<file path="src/rtl/debug_pkg.sv">
// Shared definitions for the debug dump readers: state encoding, address width
// and the ASCII constants used when formatting register values.
package debug_pkg;

    localparam int REG_ADDR_W = 5;
    localparam int DATA_W     = 32;
    localparam int NIBBLES    = DATA_W / 4;

    localparam logic [7:0] ASCII_ZERO = 8'h30;
    localparam logic [7:0] ASCII_A    = 8'h61;
    localparam logic [7:0] ASCII_NL   = 8'h0A;

    typedef enum logic [2:0] {
        ST_IDLE     = 3'd0,
        ST_FETCH    = 3'd1,
        ST_SEND_HEX = 3'd2,
        ST_SEND_NL  = 3'd3,
        ST_DONE     = 3'd4
    } state_t;

endpackage

</file>
<file path="src/rtl/hex_ascii.sv">
// Combinational 4-bit to lowercase ASCII hex digit converter.
module hex_ascii
    import debug_pkg::*;
(
    input  logic [3:0] nib_i,
    output logic [7:0] ascii_o
);

    always_comb begin
        if (nib_i < 4'd10) begin
            ascii_o = ASCII_ZERO + {4'd0, nib_i};
        end else begin
            ascii_o = ASCII_A + {4'd0, nib_i} - 8'd10;
        end
    end

endmodule

</file>
<file path="src/rtl/rf_dump_reader.sv">
// Walks a register range through the register file debug port and streams each
// value as eight lowercase hex digits plus a newline.
module rf_dump_reader
    import debug_pkg::*;
#(
    parameter int NREG = 32
) (
    input  logic                  clk,
    input  logic                  rstn,
    input  logic                  start,
    input  logic [REG_ADDR_W-1:0] first_addr,
    input  logic [REG_ADDR_W-1:0] last_addr,
    output logic                  busy,
    output logic                  done,
    output logic [REG_ADDR_W-1:0] dbg_ra,
    input  logic [DATA_W-1:0]     dbg_rd,
    output logic [7:0]            tx_data,
    output logic                  tx_valid,
    input  logic                  tx_ready,
    output logic [2:0]            dbg_state
);

    // Byte stream: a byte transfers on a rising edge where tx_valid && tx_ready;
    // once tx_valid is raised, tx_data and tx_valid hold until that transfer.
    state_t                state_q, state_d;
    logic [REG_ADDR_W-1:0] ra_q, ra_d;
    logic [REG_ADDR_W-1:0] last_q, last_d;
    logic [DATA_W-1:0]     shift_q, shift_d;
    logic [2:0]            nib_q, nib_d;
    logic [7:0]            hex_byte;
    logic                  accept;
    logic [REG_ADDR_W-1:0] ra_next;

    hex_ascii u_hex_ascii (
        .nib_i   (shift_q[DATA_W-1 -: 4]),
        .ascii_o (hex_byte)
    );

    assign ra_next = (ra_q == REG_ADDR_W'(NREG - 1)) ? '0 : ra_q + 1'b1;
    assign accept  = tx_valid && tx_ready;

    always_ff @(posedge clk or negedge rstn) begin
        if (!rstn) begin
            state_q <= ST_IDLE;
            ra_q    <= '0;
            last_q  <= '0;
            shift_q <= '0;
            nib_q   <= '0;
        end else begin
            state_q <= state_d;
            ra_q    <= ra_d;
            last_q  <= last_d;
            shift_q <= shift_d;
            nib_q   <= nib_d;
        end
    end

    always_comb begin
        state_d = state_q;
        ra_d    = ra_q;
        last_d  = last_q;
        shift_d = shift_q;
        nib_d   = nib_q;
        case (state_q)
            ST_IDLE: begin
                if (start) begin
                    last_d  = last_addr;
                    ra_d    = first_addr;
                    state_d = ST_FETCH;
                end
            end
            ST_FETCH: begin
                // Snapshot the whole word so later writes cannot tear the line.
                shift_d = dbg_rd;
                nib_d   = '0;
                state_d = ST_SEND_HEX;
            end
            ST_SEND_HEX: begin
                if (accept) begin
                    shift_d = {shift_q[DATA_W-5:0], 4'h0};
                    nib_d   = nib_q + 1'b1;
                    if (nib_q == 3'(NIBBLES - 1)) begin
                        state_d = ST_SEND_NL;
                    end
                end
            end
            ST_SEND_NL: begin
                if (accept) begin
                    if (ra_q == last_q) begin
                        state_d = ST_DONE;
                    end else begin
                        ra_d    = ra_next;
                        state_d = ST_FETCH;
                    end
                end
            end
            ST_DONE: begin
                state_d = ST_IDLE;
            end
            default: begin
                state_d = ST_IDLE;
            end
        endcase
    end

    // Outputs decode straight from registered state, so they carry no input paths.
    always_comb begin
        tx_valid = (state_q == ST_SEND_HEX) || (state_q == ST_SEND_NL);
        tx_data  = 8'h00;
        if (state_q == ST_SEND_HEX) begin
            tx_data = hex_byte;
        end else if (state_q == ST_SEND_NL) begin
            tx_data = ASCII_NL;
        end
        busy      = (state_q != ST_IDLE);
        done      = (state_q == ST_DONE);
        dbg_ra    = ra_q;
        dbg_state = state_q;
    end

endmodule

</file>
<file path="config.mk">
export PLATFORM = sky130hd
export DESIGN_NAME = rf_dump_reader
export DESIGN_NICKNAME = d
export VERILOG_FILES = /design/src/rtl/debug_pkg.sv /design/src/rtl/hex_ascii.sv /design/src/rtl/rf_dump_reader.sv
export SDC_FILE = /design/constraint.sdc
export NUM_CORES = 1
export LEC_CHECK = 0
export ABC_CLOCK_PERIOD_IN_PS = 1500
export CAP_MARGIN = 20
export CORE_MARGIN = 2
export CORE_UTILIZATION = 40
export CTS_CLUSTER_DIAMETER = 120
export CTS_CLUSTER_SIZE = 20
export DETAILED_ROUTE_END_ITERATION = 12
export HOLD_SLACK_MARGIN = 0.1
export PLACE_DENSITY = 0.72
export SLEW_MARGIN = 20
export SYNTH_ARGS = -nofsm -noshare
export SYNTH_HDL_FRONTEND = slang
export SYNTH_SLANG_ARGS = --single-unit
</file>
<file path="constraint.sdc">
create_clock -name clk -period 1.5 [get_ports clk]
set_input_delay 0.375 -clock clk [delete_from_list [all_inputs] [get_ports clk]]
set_output_delay 0.375 -clock clk [all_outputs]
set_load 0.005 [all_outputs]
</file>
==> results of run 1 <==
## area by class of cell
cell class / instances / area [µm²] / area share [%]
well taps: 75 / 93.84 / 2.096
clock inverters: 1 / 8.758 / 0.1956
flip-flops and latches: 48 / 1202 / 26.86
inverters: 8 / 35.03 / 0.7826
repair buffers: 132 / 1309 / 29.23
clock buffers: 6 / 82.58 / 1.845
multi-input cells: 216 / 1745 / 38.99
## what timing repair did
item                                    4_1_cts  5_1_grt
hold buffers                                  1        0
pin swaps                                    15       15
gates cloned                                  5        0
setup buffers                                27        7
endpoints found under the setup margin       59       62
hold endpoints to repair                     12        0
resized for setup                           139       69
## power by group
part | internal, mW | total (mW) | switching, mW
sequential | 1.94 | 2.52 | 0.579
clock | 0.369 | 0.832 | 0.463
combinational | 3.66 | 7.07 | 3.41
## Yosys cell counts (all sizes together) (5+ instances only)
cell type	count
o21ai	9
ha	5
clkbuf	6
mux2	7
dfrtp	48
xnor2	6
nor2	43
buf	13
nand2	66
a31oi	28
a21oi	12
inv	8
nand3b	7
## sequential cells by signal (all words and copies together) (netlist names)
signal     flops
dbg_ra         5
dbg_state      3
last_q         5
nib_q          3
shift_q       32
## metrics by stage
step,util (%),TNS (ns)
4_1_cts,68.81,-7.650
3_3_place_gp,57.56,-11.33
5_1_grt,74.29,-12.03
6_report,74.29,-8.770
2_1_floorplan,-,-0.6842
3_5_place_dp,57.56,-11.72
## placed cells by master, fill, tap and decap left out, drive strengths merged, types with 2 or more instances in the layout
cell type / netlist / final
inv: 8 / 8
ha: 5 / 5
mux2i: 2 / 2
a31oi: 28 / 28
nand3b: 7 / 7
nand2: 66 / 66
nor3: 3 / 3
xnor2: 6 / 6
clkdlybuf4s50: 0 / 44
nand2b: 2 / 2
a22oi: 2 / 2
mux2: 7 / 7
o21bai: 2 / 2
nand3: 4 / 4
and3: 3 / 3
o21ai: 9 / 9
nor2: 43 / 43
o211ai: 2 / 2
clkbuf: 6 / 9
a21oi: 12 / 12
buf: 13 / 81
clkdlybuf4s15: 0 / 2
dfrtp: 48 / 48
## metal layers
layer | wire length (µm) | vias up | track usage (%) | part of all wire, %
met5 | 0 | - | 0 | 0
met4 | 176 | 0 | 6.891 | 2.1
met3 | 346 | 16 | 2.770 | 4.0
met2 | 4612 | 89 | 40.84 | 54
met1 | 3425 | 1315 | 27.95 | 40
li1 | - | 1233 | - | -
## worst min path at each step
stage / endpoint / cells after the start / from
3_5_place_dp: shift_q[13] / 1 / rstn
3_3_place_gp: shift_q[13] / 1 / rstn
6_report: shift_q[23] / 2 / rstn
4_1_cts: shift_q[13] / 2 / rstn
2_1_floorplan: dbg_ra[0] / 0 / rstn
5_1_grt: shift_q[20] / 2 / rstn
## cells by family (layout without fill, tap and decap cells)
| logic type | after synthesis | count (layout) | share of synthesized area, % |
|---|---|---|---|
| xor gates and xnor gates | 6 | 6 | 2.077 |
| AOI/OAI and AO/OA | 58 | 58 | 14.59 |
| and+or+nand+nor | 137 | 137 | 24.18 |
| other | 1 | 1 | 0.1482 |
| adders and majority gates | 5 | 5 | 2.473 |
| muxes | 9 | 9 | 4.204 |
| buffers and inverters | 27 | 147 | 4.846 |
| DFF | 48 | 48 | 47.48 |
==> results.toml, run 1 <==
[min_path]
worstHoldPathType = "in2async"

[status]
status = "finished, violations left"
violations = "negative setup slack"

[critical_path]
arrival_ns = 1.42
path_class = "reg2out"
cp_num_buf_inv = 3
crit_slowest_cell = "dfrtp_1"
rrSetupSlack_ns = -0.26
cp-startpoint = "shift_q[29]"
r2r_end = "dbg_ra[4]"
cp.required_ns = 1.12
cp_slowest_stage_delay_ns = 0.41
r2r_cells = 7
crit_end = "tx_data[1]"
path_delay_family = "flip-flops"
cp_cell_sequence = "buf_6 > buf_6 > a21oi_4 > a21oi_2 > nor2_1 > nor2_1 > buf_2"
start_kind = "flip-flop"
r2r_start = "dbg_state[1]"
path_max_fanout = 3
cp_num_cells = 7
endpoint_kind = "output port"

[die]
fp.dieW_um = 83.53
die_area_um2 = 6977
core_region_area_um2 = 6026
die_h_um = 83.53
pin_count = 65
initial_core_util_pct = 41.99
rows = 28

[cells_and_area]
nets = 462
layout.cells.non_filler = 486
stdcell_area_um2 = 4477
n_antenna_cell = 0
fillers = 411
drive_above_1_share_pct = 42.82
area_growth_pct = 76.95

[clocking]
cts_num_sinks = 48
numCtsBuffers = 5
path_clk_slew_ns = 0.11
cts_tree = "yes"
cts.path.max_buffers = 2
worstSkewPairLatency_ns = 0.31
cts_root_buf = "clkbuf_8"
htreeDepth = 2

[sta]
skew_ns = 0.01983
finalCriticalPeriod_ns = 1.795
holdWs_ns = 0.4915
setup_viol = 51
finalMaxSlewViolations = 0
fmax_mhz = 557.0
period_share_pct = 119.7
setup_ws_ns = -0.2955
rsz0062_at_grt = "yes"
finalHoldViolations = 0

[route]
wl_per_cell_um = 17.61
ant_nets = 0
drc = 0
vias = 2653
drt_pass1_iterations = 4
first_iter_violations = 185
wl_um = 8559
vias_per_cell = 5.459

[yosys]
ys_top_cells_by_area = "dfrtp_1 (47%), nand2_1 (9.8%), a31oi_1 (6.9%)"
ys_seq_area_share_pct = 47.48
yosysTopAreaCellShare_pct = 47.48
syn_area_um2 = 2530
ys.flop_type = "dfrtp_1"
synth_edf_count = 0
yosysUniqueCellTypes = 39
syn_inst = 291
avgSynthCellArea_um2 = 8.694
synth-async-reset-ratio_pct = 100.0
yosys.area.top_type = "dfrtp_1"
syn-num-nets = 342
synth_seq_cells = 48
ys_warn_count = 0

[pwr]
cellLeakagePower_nw = 1.903
ir_drop_uv = 1137
power_density_nw_per_um2 = 2330
power.total_mw = 10.43

[place]
gp_congestion = 0.8132
dp_slack_ns = -0.3678
postPlaceCellArea_um2 = 3468
dp_cells = 444
hpwl_um = 4355
numPortBuffers = 63

[global_route]
grt_usage_pct = 22.51
antenna_found_initial = 0
grt_max_degree = 37
grt_pass1_vias = 2670
grt_pass1_wl_um = 12740
grt_overflow = 0

[run]
maxCapViolCount = 0
Power figures use the tool's default switching activity.
==> run 2, diff against run 1 <==
--- a/config.mk
+++ b/config.mk
@@ -8,12 +8,12 @@
 export ABC_CLOCK_PERIOD_IN_PS = 1500
 export CAP_MARGIN = 20
 export CORE_MARGIN = 2
-export CORE_UTILIZATION = 40
+export CORE_UTILIZATION = 31
 export CTS_CLUSTER_DIAMETER = 120
 export CTS_CLUSTER_SIZE = 20
 export DETAILED_ROUTE_END_ITERATION = 12
 export HOLD_SLACK_MARGIN = 0.1
-export PLACE_DENSITY = 0.72
+export PLACE_DENSITY = 0.59
 export SLEW_MARGIN = 20
 export SYNTH_ARGS = -nofsm -noshare
 export SYNTH_HDL_FRONTEND = slang
==> run 2 against run 1 <==
Effect of this change:
- the flow still finishes with violations (negative setup slack)
- non-clock buffer count is 5 higher
- combinational power is 7.9% lower
- maximum frequency is 1.6% higher
- sequential power is 3% lower
- worst hold slack worse by 0.0027 ns
- final cell count is 6.8% higher
- clock power is 7.8% lower
- critical path depth is 2 higher
- die area is 28% higher
==> results.toml, run 2 (synthesis gave the netlist of run 1 again) <==
[status]
status = "finished, violations left"
violations = "negative setup slack"

[sta]
fin_tns_setup_ns = -8.917
skew_ns = 0.008503
period_share_pct = 117.8
rsz0062_at_grt = "yes"
finalHoldViolations = 0
finalCriticalPeriod_ns = 1.767
fmax_mhz = 565.8
finalMaxSlewViolations = 0
setup_ws_ns = -0.2673
setup_viol = 51

[min_path]
whs_endpoint = "nib_q[0]"
worstHoldPathType = "reg2reg"
worstHoldPathCells = 1
min_from = "nib_q[0]"

[run]
maxCapViolCount = 0

[critical_path]
endpoint_kind = "flip-flop"
path_max_fanout = 5
r2r_cells = 9
path_class = "reg2reg"
arrival_ns = 1.99
r2r_start = "dbg_state[1]"
path_delay_family = "buffers and inverters"
start_kind = "flip-flop"
cp_cell_sequence = "buf_6 > buf_6 > or2b_1 > a21oi_4 > buf_6 > buf_12 > clkbuf_16 > nor2_4 > a31oi_1"
crit_slowest_cell = "dfrtp_1"
cp.required_ns = 1.72
r2r_end = "shift_q[22]"
critPathMostFrequentCell = "buf_6"
rrSetupSlack_ns = -0.27
cp_slowest_stage_delay_ns = 0.41
cp_num_buf_inv = 5

[clocking]
cts_root_buf = "clkbuf_8"
numCtsBuffers = 5
cts_num_sinks = 48
worstSkewPairLatency_ns = 0.30
cts.path.max_buffers = 2
cts_tree = "yes"
path_clk_slew_ns = 0.09
htreeDepth = 2

[route]
drt_pass1_iterations = 4
vias_per_cell = 4.942
top_layer = "met4"
met2_length_um = 3939
met3WireLength_um = 253
drc = 0
wl_um = 7565
vias = 2565
wl_per_cell_um = 14.58
first_iter_violations = 142
ant_nets = 0
routedLengthMet1_um = 3270

[cells_and_area]
most-common-layout-cells = "nand2_1 (65), dfrtp_1 (46), clkdlybuf4s50_1 (44)"
final_common_cell = "nand2_1"
n_antenna_cell = 0
drive_above_1_share_pct = 37.65
largest_reg_flops = 32
largest_register = "shift_q"
layout.cells.non_filler = 519
area_growth_pct = 73.99
nets = 467

[die]
rows = 32
fp.dieW_um = 94.34
pin_count = 65
die_area_um2 = 8900
core_region_area_um2 = 7807
initial_core_util_pct = 32.40
die_h_um = 94.34

[pwr]
ir_drop_uv = 729.5
p_switching_mw = 3.901
pwr-share-seq_pct = 25.2
power_density_nw_per_um2 = 2210
p_int_mw = 5.827
swShare_pct = 40.10
pwr-share-comb_pct = 66.9
cellLeakagePower_nw = 1.930
clkPwrFrac_pct = 7.9

[place]
hpwl_um = 4410
numPortBuffers = 63
gp_congestion = 0.7811
dp_cells = 472

[global_route]
grt_usage_pct = 16.88
antenna_found_initial = 0
grt_max_degree = 36
grt_overflow = 0
grt_pass1_wl_um = 11910
grt_pass1_vias = 2482
-- run 2: changes by cell type in the layout (fill, tap and decap cells not counted), moves of 3 or more --
cell and delta:
a31oi_1 +9, nor2_1 +9, nor2_4 -8, a31oi_4 -7
buf_6 +5, xnor2_1 +4, xnor2_2 -4, dlygate4sd2_1 +3
-- run 2: area by class of cell --
cell class | count | area [µm²]
clock buffers | 5 | 68.82
well taps | 102 | 127.6
clock inverters | 3 | 18.77
flip-flops and latches | 48 | 1204
repair buffers | 137 | 1431
inverters | 8 | 35.03
fillers | 699 | 3406
multi-input cells | 216 | 1516
-- run 2: power groups by stage --
stage	combinational, mW	sequential, mW	clock (mW)
CTS	5.75	2.36	0.797
global placement	4.11	2.36	0
detailed placement	4.18	2.39	0
global route	7.06	2.52	0.847
floorplan	2.58	2.33	0
finish	6.51	2.45	0.767
-- run 2: per-layer routing --
metal	up-vias	GRT usage [%]
met5	-	0
met4	0	4.469
met3	8	2.235
met2	57	29.29
met1	1251	22.24
li1	1249	-
-- run 2: repair_timing --
item                                    CTS  global route
gates cloned                              7             1
endpoints found under the hold margin    13             0
pin swaps                                17             7
buffers inserted                         28             8
hold buffers                              1             0
gates resized for setup                 119            49
endpoints found under the setup margin   59            60
-- run 2: metrics by stage --
step	power (mW)	setup slack (ns)	hold slack [ns]	area, µm²	utilization (%)
after floorplan	4.911	-0.1266	0.07941	2566	-
after global placement	6.474	-0.3104	0.2978	3497	44.79
after detailed placement	6.566	-0.3632	0.2969	3497	44.79
after CTS	8.916	-0.2523	0.4919	4161	53.30
after global routing	10.43	-0.3060	0.5185	4402	56.38
final	9.728	-0.2673	0.4888	4402	56.38
-- run 2: worst max path at each step --
stage	startpoint	end	slack, ns	depth (start not counted)
after global routing	shift_q[29]	tx_data[2]	-0.31	7
after global placement	shift_q[29]	tx_data[2]	-0.31	7
after detailed placement	shift_q[29]	tx_data[2]	-0.36	7
after CTS	shift_q[29]	tx_data[2]	-0.25	7
after floorplan	dbg_state[2]	dbg_ra[1]	-0.13	5
final	dbg_state[1]	shift_q[22]	-0.27	9
==> run 3, diff against run 2 <==
--- a/config.mk
+++ b/config.mk
@@ -7,13 +7,12 @@
 export LEC_CHECK = 0
 export ABC_CLOCK_PERIOD_IN_PS = 1500
 export CAP_MARGIN = 20
-export CORE_MARGIN = 2
-export CORE_UTILIZATION = 31
+export CORE_UTILIZATION = 44
 export CTS_CLUSTER_DIAMETER = 120
 export CTS_CLUSTER_SIZE = 20
 export DETAILED_ROUTE_END_ITERATION = 12
 export HOLD_SLACK_MARGIN = 0.1
-export PLACE_DENSITY = 0.59
+export PLACE_DENSITY = 0.78
 export SLEW_MARGIN = 20
 export SYNTH_ARGS = -nofsm -noshare
 export SYNTH_HDL_FRONTEND = slang
==> run 3 against run 2 <==
Effect of this change:
- the run still ends with negative setup slack left
- flip-flop and latch count is the same
- sequential share of layout area grew 1.0 points
- sequential power grew 2%
- combinational power shrank 4.9%
- clock-buffer cell count grew 1
- maximum frequency shrank 0.44%
- core utilization grew 20 points
- critical path depth shrank 2
- critical path type is now reg2out
==> results.toml, run 3 (synthesis gave the netlist of run 1 again) <==
[clocking]
cts_tree = "yes"
htreeDepth = 2
cts_root_buf = "clkbuf_8"
cts.path.max_buffers = 2
worstSkewPairLatency_ns = 0.30
numCtsBuffers = 5
cts_num_sinks = 48
path_clk_slew_ns = 0.09

[status]
violations = "negative setup slack"
status = "finished, violations left"

[critical_path]
r2r_start = "dbg_state[0]"
path_max_fanout = 3
r2r_cells = 8
start_kind = "flip-flop"
endpoint_kind = "output port"
r2r_end = "shift_q[22]"
cp.required_ns = 1.12
cp-startpoint = "shift_q[29]"
crit_end = "tx_data[1]"
arrival_ns = 1.40
rrSetupSlack_ns = -0.28
path_class = "reg2out"

[cells_and_area]
largest_reg_flops = 32
layout.cells.non_filler = 486
largest_register = "shift_q"
fin_util_pct = 76.60
fillers = 345
area_growth_pct = 67.75
n_antenna_cell = 0
most-common-layout-cells = "nand2_1 (65), dfrtp_1 (45), clkdlybuf4s50_1 (44)"
drive_above_1_share_pct = 39.61
nets = 465
final_common_cell = "nand2_1"

[place]
dp_cells = 443
hpwl_um = 4230
gp_congestion = 0.7812
numPortBuffers = 63

[route]
vias_per_cell = 5.432
routedLengthMet1_um = 3306
wl_um = 7938
drt_pass1_iterations = 4
drc = 0
met2_length_um = 4045
wl_per_cell_um = 16.33
top_layer = "met4"
first_iter_violations = 252
vias = 2640
ant_nets = 0
met3WireLength_um = 369

[sta]
setup_viol = 52
finalCriticalPeriod_ns = 1.775
finalHoldViolations = 0
fmax_mhz = 563.4
holdWs_ns = 0.4901
skew_ns = 0.01016
setup_ws_ns = -0.2751
finalMaxSlewViolations = 0
rsz0062_at_grt = "yes"
period_share_pct = 118.3
fin_tns_setup_ns = -9.391

[global_route]
grt_overflow = 0
grt_pass1_wl_um = 11250
grt_pass1_vias = 2518
antenna_found_initial = 0
grt_max_degree = 49
grt_usage_pct = 23.68

[pwr]
power_density_nw_per_um2 = 2241
power.total_mw = 9.511
cellLeakagePower_nw = 1.877
ir_drop_uv = 1396

[die]
rows = 27
die_h_um = 77.83
core_region_area_um2 = 5540
pin_count = 65
initial_core_util_pct = 45.66
die_area_um2 = 6057
fp.dieW_um = 77.83

[run]
maxCapViolCount = 0

[min_path]
worstHoldPathType = "reg2reg"
[run 3: changes by cell type in the layout (fill, tap and decap cells not counted), moves of 5 or more]
cell and change:
a31oi_4 -6, nor2_4 +7, nor2_1 -11, buf_16 -5, buf_6 -6, buf_4 +6
[run 3: critical path, cell delays in order (launching register included)]
cell	delay, ns
dfrtp_1	0.41
buf_6	0.13
buf_6	0.11
a21oi_2	0.13
a21oi_2	0.06
nor2_1	0.10
nor2_1	0.04
buf_2	0.12
[run 3: final cells by class]
class                      instances  area (µm²)  area share [%]
clock buffer                       6       82.58           1.946
clock inverter                     1       8.758          0.2064
inverter                           8       35.03          0.8255
multi-input combinational        216        1523           35.88
sequential                        48        1205           28.39
tap                               72       90.09           2.123
timing repair buffer             135        1300           30.63
[run 3: timing repair]
item,4_1_cts,5_1_grt
cloned,3,1
hold buffers,1,0
gates resized for setup,117,71
setup buffers,22,13
hold endpoints to repair,48,0
pin swaps,14,13
endpoints found under the setup margin,59,60
[run 3: stage by stage]
stage                     worst slack [ns]  cell area [µm²]
after detailed placement           -0.4107             3455
final                              -0.2751             4244
after global routing               -0.3392             4244
after CTS                          -0.3072             3913
after global placement             -0.3247             3455
after floorplan                    -0.1266             2566
[run 3: how the worst min path moves through the flow]
stage	from	end	slack (ns)	cells after the start
2_1_floorplan	rstn	dbg_ra[0]	0.08	0
3_3_place_gp	rstn	dbg_ra[0]	0.38	2
3_5_place_dp	rstn	dbg_ra[4]	0.38	2
4_1_cts	nib_q[0]	nib_q[0]	0.49	1
5_1_grt	nib_q[0]	nib_q[0]	0.51	1
6_report	nib_q[0]	nib_q[0]	0.49	1
[run 3: power by group]
part,internal (mW),switching [mW]
clock,0.369,0.444
sequential,1.95,0.562
combinational,3.22,2.97
[run 3: routing by layer]
layer	vias up	GRT usage, %
met4	0	7.736
met2	94	42.57
li1	1233	-
met5	-	0
met3	22	3.647
met1	1291	28.78
